==> config.mk <==
export PLATFORM = sky130hd
export DESIGN_NAME = medidor_eco
export DESIGN_NICKNAME = d
export VERILOG_FILES = /design/src/rtl/medidor_eco_pkg.sv /design/src/rtl/medidor_eco_sincronizador.sv /design/src/rtl/medidor_eco.sv
export SDC_FILE = /design/constraint.sdc
export NUM_CORES = 1
export LEC_CHECK = 0
export ABC_CLOCK_PERIOD_IN_PS = 2400
export BUFFER_PORTS_ARGS = -buffer_cell sky130_fd_sc_hd__buf_2
export CAP_MARGIN = 15
export CELL_PAD_IN_SITES_DETAIL_PLACEMENT = 1
export CELL_PAD_IN_SITES_GLOBAL_PLACEMENT = 2
export CORE_ASPECT_RATIO = 2
export CORE_MARGIN = 4
export CORE_UTILIZATION = 38
export CTS_BUF_LIST = sky130_fd_sc_hd__clkbuf_4 sky130_fd_sc_hd__clkbuf_8
export DETAILED_ROUTE_END_ITERATION = 10
export PLACE_DENSITY_LB_ADDON = 0.1
export SLEW_MARGIN = 0
export SYNTH_ARGS = -nofsm -noshare
export SYNTH_HDL_FRONTEND = slang
export SYNTH_SLANG_ARGS = --single-unit
==> constraint.sdc <==
create_clock -name clk -period 2.4 [get_ports clk]
set_clock_uncertainty 0.1 [all_clocks]
set_input_delay 0.48 -clock clk [delete_from_list [all_inputs] [get_ports clk]]
set_output_delay 0.48 -clock clk [all_outputs]
set_load 0.1 [all_outputs]
==> src/rtl/medidor_eco_pkg.sv <==
// Shared constants and FSM encoding for the ultrasonic ranging path.
package medidor_eco_pkg;

  // Defaults for a 50 MHz clock; the trigger timer uses the same values
  localparam int unsigned CYC_PER_CM_50M = 2900;     // 58 us per centimetre
  localparam int unsigned TIMEOUT_50M    = 1900000;  // 38 ms echo window

  typedef enum logic [1:0] {
    IDLE      = 2'd0,
    WAIT_RISE = 2'd1,
    MEASURE   = 2'd2
  } estado_t;

endpackage

==> src/rtl/medidor_eco_sincronizador.sv <==
// Two-flop synchronizer with rising-edge detect for an asynchronous sensor line.
module sincronizador (
  input  logic clk,
  input  logic rst_n,
  input  logic async_in,
  output logic echo_s,
  output logic rise
);

  logic meta;
  logic echo_q;

  // Metastability filter followed by a one-cycle history flop
  always_ff @(posedge clk or negedge rst_n) begin
    if (!rst_n) begin
      meta   <= 1'b0;
      echo_s <= 1'b0;
      echo_q <= 1'b0;
    end else begin
      meta   <= async_in;
      echo_s <= meta;
      echo_q <= echo_s;
    end
  end

  // Edge pulse decoded purely from flops, so it is glitch-free
  assign rise = echo_s & ~echo_q;

endmodule

==> src/rtl/medidor_eco.sv <==
// Echo pulse-width meter: measures echo-high cycles and converts to centimetres.
module medidor_eco
  import medidor_eco_pkg::*;
#(
  parameter int unsigned CNT_W      = 22,
  parameter int unsigned DIST_W     = 9,
  parameter int unsigned CYC_PER_CM = CYC_PER_CM_50M,
  parameter int unsigned TIMEOUT    = TIMEOUT_50M
) (
  input  logic              clk,
  input  logic              rst_n,
  input  logic              init,
  input  logic              echo,
  output logic              busy,
  output logic              done,
  output logic              timeout,
  output logic [CNT_W-1:0]  width,
  output logic [DIST_W-1:0] dist_cm
);

  localparam int unsigned SUB_W = (CYC_PER_CM > 2) ? $clog2(CYC_PER_CM) : 1;

  localparam logic [CNT_W-1:0] TCNT_LAST = CNT_W'(TIMEOUT - 1);
  localparam logic [SUB_W-1:0] SUB_LAST  = SUB_W'(CYC_PER_CM - 1);

  estado_t            state;
  logic [SUB_W-1:0]   sub;
  logic [CNT_W-1:0]   tcnt;
  logic               echo_s;
  logic               rise;

  sincronizador u_sinc (
    .clk      (clk),
    .rst_n    (rst_n),
    .async_in (echo),
    .echo_s   (echo_s),
    .rise     (rise)
  );

  // Measurement FSM; distance is built incrementally so no divider is needed
  always_ff @(posedge clk or negedge rst_n) begin
    if (!rst_n) begin
      state   <= IDLE;
      busy    <= 1'b0;
      done    <= 1'b0;
      timeout <= 1'b0;
      width   <= '0;
      dist_cm <= '0;
      sub     <= '0;
      tcnt    <= '0;
    end else begin
      done    <= 1'b0;
      timeout <= 1'b0;
      unique case (state)
        IDLE: begin
          if (init) begin
            width   <= '0;
            dist_cm <= '0;
            sub     <= '0;
            tcnt    <= '0;
            busy    <= 1'b1;
            state   <= WAIT_RISE;
          end
        end
        WAIT_RISE: begin
          tcnt <= tcnt + CNT_W'(1);
          if (tcnt == TCNT_LAST) begin
            state   <= IDLE;
            busy    <= 1'b0;
            done    <= 1'b1;
            timeout <= 1'b1;
            dist_cm <= '1;
          end else if (rise) begin
            // The rising cycle itself is the first counted echo cycle
            state <= MEASURE;
            width <= CNT_W'(1);
            sub   <= SUB_W'(1);
          end
        end
        MEASURE: begin
          if (!echo_s) begin
            // A fall on the timeout cycle still yields a valid result
            state <= IDLE;
            busy  <= 1'b0;
            done  <= 1'b1;
          end else if (tcnt == TCNT_LAST) begin
            state   <= IDLE;
            busy    <= 1'b0;
            done    <= 1'b1;
            timeout <= 1'b1;
            dist_cm <= '1;
          end else begin
            tcnt <= tcnt + CNT_W'(1);
            if (width != '1) begin
              width <= width + CNT_W'(1);
            end
            if (sub == SUB_LAST) begin
              sub <= '0;
              if (dist_cm != '1) begin
                dist_cm <= dist_cm + DIST_W'(1);
              end
            end else begin
              sub <= sub + SUB_W'(1);
            end
          end
        end
        default: begin
          state <= IDLE;
          busy  <= 1'b0;
        end
      endcase
    end
  end

endmodule

==> key figures <==
Pwr
  • Pwr Total: 4.87 mW
  • P_sw: roughly 2.2 mW
  • Power density over the cells: between 900 and 1000 mW/mm^2
  • VDD IR max: approximately 0.00043 V
  • Switching share of power: between 40 and 50%
  • Lkg Pwr: 2.31 nW
  • Comb pwr share: 47.4%
  • Int Pwr: 2.71 mW
  • Sequential share of power: between 20 and 30%
  • Clock share of power: 23.3%

Worst setup path
  • Crit path kind: reg -> reg
  • Worst Path Required: 2.55 ns
  • R2R Path End: dist_cm[0]
  • R2r setup slk: 0.11 ns
  • Worst reg-to-reg path cell count: 10
  • Worst Setup End Kind: flip-flop
  • Worst setup SP type: flip-flop
  • WP data arrival: roughly 2.4 ns
  • Maximum net fanout on the critical path: 14
  • R2R Path Start: dist_cm[1]

Drt
  • Routed WL: ~13000 um
  • Pre-Repair DR Iteration Count: 4
  • Initial detailed-routing violation count: 98
  • Vias: between 4000 and 5000
  • Vias per cell: 5.79
  • Drt drc: 0
  • Wire per inst: 18.1 um
  • Number of routed nets with antenna violations: 0

Synthesis
  • Synth Flop Type: dfrtp_1
  • FF+latch count, synth: 73
  • Post-Syn Area: about 0.0044 mm^2
  • Synth area leader: dfrtp_1
  • Synthesized Nets: about 500
  • Synth Warn #: 0
  • Post-synthesis instance total: 488
  • Sequential share of the synthesized area: 41.9%
  • Asr flop ratio synth: 100%
  • Synth cell types: 61
  • Synth area leaders: dfrtp_1 (42%), o21ai_0 (5.6%), nand2_1 (5.2%)
  • Synth top area share: between 40% and 50%
  • Post-synth EDFFs: 0
  • Post-Syn Area per Cell: 8.93 um^2

Global route
  • GRT Overall Usage: approximately a fifth
  • Initial antenna violation count: 0
  • Global route total overflow: 0
  • Largest net degree at the start of global routing: 39
  • Vias in the first global route: between 4000 and 5000
  • First-pass GRT wire length: 21600 um

Clocking
  • Clock Path Buffers: 2
  • CTS clk-pin slew, worst paths: 0.08 ns
  • CTS tree: yes
  • Skew-Pair Late Insertion Delay: 0.37 ns
  • Clock Tree Root: clkbuf_8
  • Number of H-tree levels: 3
  • Sink Count: 73
  • Num CTS Buffers: 9

Timing
  • Period utilization: 95.6%
  • Hold Fails Final Rpt: 0
  • Fin crit period: around 2.3 ns
  • Slew @ Worst Pin: 0.518 ns
  • Slew headroom: 65.5%
  • Slew Viols, Final: 0
  • Worst setup margin: 0.105 ns
  • Fin Hold WS: around 0.12 ns
  • Max Freq: 0.436 GHz
  • # setup viols final: 0
  • RSZ-0062 raised after global routing: yes

Die
  • Number of I/O pins: 38
  • FP Rows: 55
  • Die height: 159 um
  • Core footprint: 0.0113 mm^2
  • Die Wd: roughly 84 um
  • Initial Utilization: between 30% and 40%
  • Die area: about 0.013 mm^2

Layout
  • Commonest non-fill, non-tap cell in the layout: nand2_1
  • Most frequent cells in the layout: nand2_1 (60), dfrtp_1 (52), o21ai_0 (47)
  • FILL cells: about 1300
  • Diodes inserted: 0
  • P&R area growth vs syn: 20.9%
  • Post-layout util: 46.7%
  • Final #Nets: 564
  • Multi-input gate area: between 0.002 and 0.0025 mm^2
  • Register Area: roughly 0.0019 mm^2
  • Share of cells above drive strength 1: 26.8%

Placed design
  • HPWL after DPL: 9150 um
  • Routability congestion estimate: 0.750
  • Pre-CTS setup slack: -0.0371 ns
  • PortBufs: 37

Min path
  • Endpoint, Worst Hold: u_sinc.meta
  • Hold depth: 1
  • Hold Crit Class: in -> reg
  • Hold_sp: echo

Job
  • Max cap viols: 0

Run status
  • Status: finished, final reports clean
cell usage after synthesis (9+ instances only):
cell type,number
a31oi_1,9
inv_1,11
ha_1,9
o21ai_1,17
and2_1,9
o21ai_0,49
clkbuf_1,9
nand2_1,60
nand3_1,23
o31ai_1,23
and3_1,15
a22o_1,16
dfrtp_1,73
or3_1,9
a21oi_1,16
nor2_1,33
layout make-up:
type / count / area share, %
clock buffers: 12 / 2.90
well taps: 142 / 3.37
repair buffers: 76 / 9.62
flip-flops and latches: 73 / 35.3
clock inverters: 4 / 1.45
inverters: 11 / 0.784
multi-input cells: 380 / 46.6
critical path, cell delays in order (launching register included):
cell     delay (ns)
dfrtp_4        0.49
ha_4           0.18
nand3_2        0.07
nor2_1         0.05
ha_2           0.16
or4_4          0.54
a21oi_4        0.15
o21ai_4        0.13
buf_4          0.19
nand2_1        0.05
o21ai_1        0.06
state kept, by name (all words and copies together) (netlist names):
register and cells:
done 1, u_sinc.meta 1, timeout 1, u_sinc.echo_s 1, sub 12, u_sinc.echo_q 1
tcnt 22, dist_cm 9, width 22, busy 1, state 2
logic make-up (layout without fill, tap and decap cells):
family / Yosys count / after routing / synth area share (%)
compound gates: 163 / 163 / 24.6
fa+ha+maj: 9 / 9 / 2.59
buf+inv: 35 / 103 / 4.02
flops: 73 / 73 / 41.9
mux: 1 / 1 / 0.230
simple gates: 207 / 207 / 26.6
power by group through the flow:
stage / clock, mW / sequential [mW] / combinational (mW)
after global routing: 1.23 / 1.45 / 2.53
after global placement: 0 / 1.45 / 2.11
after CTS: 1.17 / 1.43 / 2.20
after floorplan: 0 / 1.79 / 1.23
after detailed placement: 0 / 1.45 / 2.17
final: 1.14 / 1.43 / 2.31
per-layer routing:
| metal | vias up | track usage (%) | routed length [um] |
|---|---|---|---|
| li1 | 1936 | - | - |
| met1 | 2037 | 21.0 | 4830 |
| met2 | 46 | 37.5 | 7170 |
| met3 | 22 | 3.42 | 268 |
| met4 | 0 | 8.57 | 355 |
| met5 | - | 0 | 0 |
worst max-delay path by stage:
stage	start	endpoint	cells past startpoint	slack [ns]
finish	dist_cm[1]	dist_cm[0]	10	0.11
global route	tcnt[1]	tcnt[8]	7	-0.03
CTS	dist_cm[1]	dist_cm[3]	9	0.01
detailed placement	dist_cm[1]	dist_cm[2]	9	-0.04
global placement	dist_cm[1]	dist_cm[3]	9	0.04
floorplan	dist_cm[1]	dist_cm[3]	9	-0.02
per-stage QoR:
step,instances,TNS (ns),cell area [um^2]
4_1_cts,695,0,5160
5_1_grt,698,-0.0658,5270
3_3_place_gp,678,0,4910
2_1_floorplan,488,-0.0162,4400
3_5_place_dp,678,-0.0512,4910
6_report,698,0,5270
timing repair:
action / CTS / global route
endpoints found under the hold margin: 30 / 0
pin swaps: 0 / 2
setup endpoints to repair: 2 / 48
setup buffers: 0 / 3
resized for setup: 2 / 19
hold buffers: 1 / 0
No activity file was read; power rests on OpenSTA's default activity.
